$ cat config.mk
export PLATFORM = sky130hd
export DESIGN_NAME = axi_stream_strip_header
export DESIGN_NICKNAME = d
export VERILOG_FILES = /design/src/rtl/axi_stream_strip_header.sv
export SDC_FILE = /design/constraint.sdc
export NUM_CORES = 1
export LEC_CHECK = 0
export CORE_UTILIZATION = 42
export CTS_CLUSTER_DIAMETER = 30
export DETAILED_ROUTE_END_ITERATION = 7
export MAX_ROUTING_LAYER = met4
export PLACE_DENSITY = 0.68
export SLEW_MARGIN = 20
export SYNTH_ARGS = -nofsm -noshare
export SYNTH_HDL_FRONTEND = slang
export SYNTH_SLANG_ARGS = --single-unit
$ cat constraint.sdc
create_clock -name clk -period 7.46 [get_ports clk]
set_input_delay 1.492 -clock clk [delete_from_list [all_inputs] [get_ports clk]]
set_output_delay 1.492 -clock clk [all_outputs]
set_load 0.01 [all_outputs]
$ cat src/rtl/axi_stream_strip_header.sv
// rtl/axi_stream_strip_header.sv - strips an S-byte header from the first beat and MSB-realigns the payload (optional header port: STRIP_HEADER_OUT_EN)
module axi_stream_strip_header #(
    parameter int DATA_WD      = 32,
    parameter int DATA_BYTE_WD = DATA_WD / 8,
    parameter int BYTE_CNT_WD  = $clog2(DATA_BYTE_WD)
) (
    input  logic                    clk,
    input  logic                    rst_n,
    input  logic                    valid_in,
    input  logic [DATA_WD-1:0]      data_in,
    input  logic [DATA_BYTE_WD-1:0] keep_in,
    input  logic                    last_in,
    output logic                    ready_in,
    output logic                    valid_out,
    output logic [DATA_WD-1:0]      data_out,
    output logic [DATA_BYTE_WD-1:0] keep_out,
    output logic                    last_out,
    input  logic                    ready_out,
    input  logic                    valid_strip,
    input  logic [BYTE_CNT_WD-1:0]  byte_strip_cnt,
    output logic                    ready_strip
`ifdef STRIP_HEADER_OUT_EN
    ,
    output logic                    valid_header,
    output logic [DATA_WD-1:0]      data_header,
    output logic [DATA_BYTE_WD-1:0] keep_header,
    input  logic                    ready_header
`endif
);

    localparam logic [1:0] S_IDLE   = 2'd0;
    localparam logic [1:0] S_FIRST  = 2'd1;
    localparam logic [1:0] S_STREAM = 2'd2;
    localparam logic [1:0] S_FLUSH  = 2'd3;

    localparam logic [BYTE_CNT_WD:0] CNT_N = (BYTE_CNT_WD+1)'(DATA_BYTE_WD);

    // MSB-contiguous keep with cnt ones
    function automatic logic [DATA_BYTE_WD-1:0] keep_from_cnt(input logic [BYTE_CNT_WD:0] cnt);
        logic [DATA_BYTE_WD-1:0] k;
        k = '0;
        for (int i = 0; i < DATA_BYTE_WD; i++) begin
            k[DATA_BYTE_WD-1-i] = (i < int'(cnt));
        end
        return k;
    endfunction

    function automatic logic [DATA_WD-1:0] mask_from_keep(input logic [DATA_BYTE_WD-1:0] k);
        logic [DATA_WD-1:0] m;
        m = '0;
        for (int i = 0; i < DATA_BYTE_WD; i++) begin
            m[8*i +: 8] = {8{k[i]}};
        end
        return m;
    endfunction

    logic [1:0]              r_state;
    logic [BYTE_CNT_WD-1:0]  r_s;
    logic [DATA_WD-1:0]      r_resid;
    logic [BYTE_CNT_WD:0]    r_flush_cnt;
    logic                    r_valid_out;
    logic [DATA_WD-1:0]      r_data_out;
    logic [DATA_BYTE_WD-1:0] r_keep_out;
    logic                    r_last_out;

    logic                    w_out_free;
    logic                    w_ready_in;
    logic                    w_ready_strip;
    logic                    w_in_hs;
    logic                    w_strip_hs;
    logic [BYTE_CNT_WD:0]    w_vcnt;
    logic [BYTE_CNT_WD:0]    w_s_ext;
    logic                    w_v_gt_s;
    logic [BYTE_CNT_WD:0]    w_comb_cnt;
    logic [BYTE_CNT_WD:0]    w_tail_cnt;
    logic [31:0]             w_shl;
    logic [31:0]             w_shr;
    logic [DATA_WD-1:0]      w_resid_next;
    logic [DATA_WD-1:0]      w_comb_data;
    logic [DATA_BYTE_WD-1:0] w_comb_keep;
    logic [DATA_BYTE_WD-1:0] w_flush_keep;
    logic [DATA_BYTE_WD-1:0] w_full_keep;

    assign w_out_free = !r_valid_out || ready_out;

`ifdef STRIP_HEADER_OUT_EN
    logic                    r_valid_header;
    logic [DATA_WD-1:0]      r_data_header;
    logic [DATA_BYTE_WD-1:0] r_keep_header;

    assign w_ready_in = ((r_state == S_FIRST) && w_out_free && !r_valid_header) ||
                        ((r_state == S_STREAM) && w_out_free);
`else
    assign w_ready_in = ((r_state == S_FIRST) || (r_state == S_STREAM)) && w_out_free;
`endif

    // A new command waits until the previous packet's last beat has left
    assign w_ready_strip = (r_state == S_IDLE) && !r_valid_out;
    assign w_in_hs       = valid_in && w_ready_in;
    assign w_strip_hs    = valid_strip && w_ready_strip;

    assign w_vcnt       = (BYTE_CNT_WD+1)'($countones(keep_in));
    assign w_s_ext      = {1'b0, r_s};
    assign w_v_gt_s     = w_vcnt > w_s_ext;
    assign w_comb_cnt   = CNT_N - w_s_ext + w_vcnt;
    assign w_tail_cnt   = w_vcnt - w_s_ext;
    assign w_shl        = 32'(r_s) << 3;
    assign w_shr        = (32'(DATA_BYTE_WD) - 32'(r_s)) << 3;
    assign w_resid_next = data_in << w_shl;
    assign w_comb_data  = r_resid | (data_in >> w_shr);
    assign w_comb_keep  = keep_from_cnt(w_comb_cnt);
    assign w_flush_keep = keep_from_cnt(r_flush_cnt);
    assign w_full_keep  = {DATA_BYTE_WD{1'b1}};

    always_ff @(posedge clk or negedge rst_n) begin
        if (!rst_n) begin
            r_state     <= S_IDLE;
            r_s         <= '0;
            r_resid     <= '0;
            r_flush_cnt <= '0;
            r_valid_out <= 1'b0;
            r_data_out  <= '0;
            r_keep_out  <= '0;
            r_last_out  <= 1'b0;
        end else begin
            if (r_valid_out && ready_out) begin
                r_valid_out <= 1'b0;
            end
            case (r_state)
                S_IDLE: begin
                    if (w_strip_hs) begin
                        r_s     <= byte_strip_cnt;
                        r_state <= S_FIRST;
                    end
                end
                S_FIRST: begin
                    if (w_in_hs) begin
                        r_resid <= w_resid_next;
                        if (!last_in) begin
                            r_state <= S_STREAM;
                        end else if (w_v_gt_s) begin
                            r_flush_cnt <= w_tail_cnt;
                            r_state     <= S_FLUSH;
                        end else begin
                            r_state <= S_IDLE;
                        end
                    end
                end
                S_STREAM: begin
                    if (w_in_hs) begin
                        r_valid_out <= 1'b1;
                        if (last_in && !w_v_gt_s) begin
                            r_data_out <= w_comb_data & mask_from_keep(w_comb_keep);
                            r_keep_out <= w_comb_keep;
                            r_last_out <= 1'b1;
                            r_state    <= S_IDLE;
                        end else begin
                            r_data_out <= w_comb_data;
                            r_keep_out <= w_full_keep;
                            r_last_out <= 1'b0;
                            r_resid    <= w_resid_next;
                            if (last_in) begin
                                r_flush_cnt <= w_tail_cnt;
                                r_state     <= S_FLUSH;
                            end
                        end
                    end
                end
                default: begin
                    if (w_out_free) begin
                        r_valid_out <= 1'b1;
                        r_data_out  <= r_resid & mask_from_keep(w_flush_keep);
                        r_keep_out  <= w_flush_keep;
                        r_last_out  <= 1'b1;
                        r_state     <= S_IDLE;
                    end
                end
            endcase
        end
    end

`ifdef STRIP_HEADER_OUT_EN
    always_ff @(posedge clk or negedge rst_n) begin
        if (!rst_n) begin
            r_valid_header <= 1'b0;
            r_data_header  <= '0;
            r_keep_header  <= '0;
        end else if ((r_state == S_FIRST) && w_in_hs && (r_s != '0)) begin
            r_valid_header <= 1'b1;
            r_data_header  <= data_in & mask_from_keep(keep_from_cnt(w_s_ext));
            r_keep_header  <= keep_from_cnt(w_s_ext);
        end else if (r_valid_header && ready_header) begin
            r_valid_header <= 1'b0;
        end
    end

    assign valid_header = r_valid_header;
    assign data_header  = r_data_header;
    assign keep_header  = r_keep_header;
`endif

    assign ready_in    = w_ready_in;
    assign ready_strip = w_ready_strip;
    assign valid_out   = r_valid_out;
    assign data_out    = r_data_out;
    assign keep_out    = r_keep_out;
    assign last_out    = r_last_out;

endmodule

**Yosys cells after proc, flatten, opt, wreduce, memory -nomap -nowiden**

Index checks and enable logic that the tools add are counted.

- Register bits after elaboration: 77
- Bits of input ports: 44
- Output and inout bits: 40
- Logic and storage cells: 96

- $add $sub $neg: 7
- Order comparisons: 9
- Equal/unequal tests: 10
- Shift-type cells: 2
- Muxes and demuxes: 36
- Bitwise operators: 4
- Reduce and logical (&&, ||, !) cells: 20

Operator list:

| kind | count |
|---|---|
| $mux 32 | 6 |
| $pmux 32 s2 | 2 |
| $and 32x32->32 | 2 |
| $or 32x32->32 | 1 |
| $shl 32x5->32 | 1 |
| $shr 32x32->32 | 1 |
| $mux 3 | 6 |
| $mux 2 | 8 |
| $ne 2x2->1 const B | 7 |
| $lt 1x3->1 const A | 4 |
| $lt 2x3->1 const A | 4 |
| $mux 4 | 3 |
| $pmux 4 s2 | 1 |
| $reduce_and 7->1 | 1 |
| $logic_and 1x1->1 | 6 |
| $mux 1 | 6 |
| $pmux 2 s3 | 1 |
| $pmux 3 s2 | 1 |
| $reduce_and 5->1 | 1 |
| $add 1x1->2 | 2 |
| $pmux 1 s2 | 2 |
| $reduce_and 4->1 | 1 |
| $reduce_bool 2->1 | 2 |
| $reduce_bool 4->1 | 1 |
| 16 further kinds | 18 |

**Logic depth before layout (Yosys ltp)**

- Depth in word-level cells: 8
- Gate-level depth with buffers: 12
- Depth with buffers taken out: 11

**Least setup slack after synthesis**

No wires, ideal clock.

- Path type: input to register
- From: input keep_in[0]
- To: register r_resid[30]
- Setup time: 0.125 ns
- Data arrival time: 4.039 ns
- Data required time: 7.335 ns
- Setup slack: 3.296 ns
- Cell stages on the path: 9
- Buffers on the path: 2
- Path through: fa_1 -> ha_1 -> fa_1 -> nor3b_2 -> o31ai_4 -> a21o_1 -> buf_6 -> buf_6 -> mux2_2

- Word-level cells in the longest chain between the ends: 7

Ends and longest elaborated chain:

| what | line | source |
|---|---|---|
| from (decl) | 11 | `input logic [DATA_BYTE_WD-1:0] keep_in,` |
| $add 1x1->2 (not written as such) | 102 | `assign w_vcnt = (BYTE_CNT_WD+1)'($countones(keep_in));` |
| $add 2x2->3 (not written as such) | 102 |  |
| $gt 3x2->1 | 104 | `assign w_v_gt_s = w_vcnt > w_s_ext;` |
| $logic_not 1->1 | 152 | `if (last_in && !w_v_gt_s) begin` |
| $logic_and 1x1->1 | 152 |  |
| $ne 2x2->1 (no source line) | n/a |  |
| $reduce_and 4->1 (no source line) | n/a |  |
| to (signal assigned) | 138 | `r_resid <= w_resid_next;` |
| to (signal assigned) | 161 | `r_resid <= w_resid_next;` |
| to (decl) | 59 | `logic [DATA_WD-1:0] r_resid;` |

No other way between the ends.
A chain may end at the register's enable or synchronous reset.

**Worst setup path after layout**

Ends and elaborated chain as after synthesis.

==> run summary <==
Top-count cell post-synth -> nand2_1
Diodes inserted -> 0
Post-DP Area -> 0.00536 mm^2
DR vias/cell -> 5.52
Routed via count -> 3763
Commonest cells post-synth -> nand2_1, dfrtp_1, o21ai_0, a21oi_1, mux2i_1
H-tree depth -> 3
Flops & latches, synth -> 77
Worst setup EP type -> flop
Gr ovfl total -> 0
Global-route wire length before repair -> 18.7 mm
Fillers -> 906
Initial Utilization -> 0.433
Clock Path Buffers -> 2
Fin crit period -> 5.05 ns
Peak supply drop -> 0.185 mV
Pwr dens -> 437 mW/mm^2
CTS root buffer -> clkbuf_8
TNS Setup -> 0 ns
Ys flop type -> dfrtp_1
CP max FO -> 30
Worst hold path class -> reg -> reg
Unique masters post-synth -> 50
CORE AREA -> 0.0103 mm^2
Buffers on Ports -> 83
Drt drc -> 0
Largest cells by area after synthesis -> dfrtp_1, nand2_1, mux2i_1
Post-Synthesis Mean Instance Area -> 9.47 um^2
Height of the die -> 105 um
# setup viols final -> 0
Final worst path period share -> 0.677
Final hold viol count -> 0
Max_cap viols -> 0
1st-iter DRT viols -> 225
Clock latency on the worst-skew pair -> 0.36 ns
RSZ-0062 raised after global routing -> no
Switch Pwr -> 1030 uW
Worst slew pin tran -> 1.06 ns
Combinational power share -> 0.557
Clock power share -> 0.152
Worst setup SP type -> input port
Sw frac -> 0.422
Die width -> 105 um
Post_cts resized -> 0
TritonCTS clock tree -> done
Initial antenna violation count -> 0
Rows -> 37
Antenna Violating Nets Remaining -> 0
Post-synth EDFFs -> 0
Relative slew slack -> 0.293
Register area share after synthesis -> 0.431
Crit path kind -> in -> reg
Crit path arrival time -> 5.29 ns
Yosys top cell by area -> dfrtp_1
Nets -> 599
Vias in the first global route -> 3536
Place WS -> 2.02 ns
Synthesized area -> 0.00447 mm^2
Register area -> 0.00193 mm^2
Critical Path RT -> 7.70 ns
Largest net degree at the start of global routing -> 78
Reg clk slew, reported paths -> 0.08 ns
Sink Count -> 77
Layout area overhead -> 25.1%
Final wirelength -> 11.4 mm
Setup ws final -> 2.41 ns
Multi-input gate area -> 0.00236 mm^2
Worst Clk Skew -> 0.00902 ns
TritonRoute pass-1 iters -> 5
Fmax -> 198 MHz
Internal power -> 1410 uW
Synthesized Nets -> 529
Status -> finished, final reports clean
Placer Congestion -> 0.890
Postcts setup bufs -> 0
DPL Wire Length -> 8.13 mm
Routed length per instance -> 16.8 um
Pleak -> 0.00233 uW
Full die area -> 0.0111 mm^2
Ports -> 84
Async SR Flop Fraction -> 1.00
Final instance area -> 0.00559 mm^2
Synthesized instance count -> 472
Yosys warns -> 0
Hold-fix buffers, CTS -> 0
Fraction of layout cells with a size suffix above 1 -> 0.0916
Max Slew Vio Count -> 0
Tot Pwr -> 2440 uW
Sequential share of power -> 0.291
GRT Util Overall -> 0.224
CTS Buf Count -> 9
Synth top area share -> 0.431
## power groups by stage
stage               Sequential [uW]  Combinational (uW)  Clock [uW]
finish                          710                1360         372
global placement                713                1330           0
global route                    733                1500         397
detailed placement              718                1350           0
floorplan                       734                 895           0
CTS                             712                1350         381
## final cells by class
cell class              instances  area share
well taps                     136      0.0304
repair buffers                 88       0.155
flip-flops and latches         77       0.345
clock inverters                 4      0.0175
clock buffers                  11      0.0235
inverters                      11     0.00738
multi-input cells             355       0.422
## sequential cells by signal, summed over array words and instances (netlist names)
register / count
data_out: 32
keep_out: 4
last_out: 1
r_flush_cnt: 3
r_resid: 32
r_s: 2
r_state: 2
valid_out: 1
## final timing paths
kind,cells after the start,startpoint,to,slack [ns]
min in group asynchronous,1,rst_n,data_out[3],1.27
worst max-delay path,9,keep_in[0],r_resid[30],2.41
worst min-delay path,2,data_out[26],data_out[26],0.48
max in group asynchronous,1,rst_n,r_s[0],5.48
worst min register to register,2,data_out[26],data_out[26],0.48
worst max register to register,7,r_s[0],data_out[21],3.83
## per-layer routing
metal / vias up / GRT usage / routed length, um
met3: 20 / 0.0405 / 547
met5: - / - / 0
met2: 117 / 0.328 / 5130
li1: 1821 / - / -
met4: 0 / 0.0785 / 264
met1: 1805 / 0.313 / 5500
## cells in the final DEF (no fill, tap or decap), drive strengths merged, types with 8 or more instances in the layout
cell type / count
o21ai: 50
mux2i: 32
a31oi: 9
clkdlybuf4s50: 82
o31ai: 10
nor3b: 9
nand2: 89
mux2: 20
dfrtp: 77
clkbuf: 11
nor2: 21
o22ai: 8
a211oi: 18
ha: 9
a21oi: 33
nor2b: 11
inv: 11
## worst max-delay path, stage by stage
cell and delay (ns):
clkdlybuf4s50_1 0.43, fa_1 0.54, ha_1 0.21, fa_1 0.46, nor3b_2 0.20, o31ai_4 0.48, a21o_1 0.79, buf_4 0.33
mux2_2 0.35
## metrics by stage
stage	hold WS, ns	cells	util
after global routing	0.503	682	0.542
final	0.480	682	0.542
after CTS	0.484	682	0.542
after global placement	0.462	667	0.519
after detailed placement	0.467	667	0.519
after floorplan	0.450	472	-
## kinds of logic (layout without fill, tap and decap cells)
kind of cell	count (synthesis)	in the layout	share of synthesized area
AOI/OAI and AO/OA	144	144	0.213
and+or+nand+nor	144	144	0.146
DFF	77	77	0.431
muxes	52	52	0.122
buffers and inverters	40	114	0.0412
adders and majority gates	13	13	0.0431
xor gates and xnor gates	2	2	0.00392
Note: power is estimated with default switching activity, not from simulation.
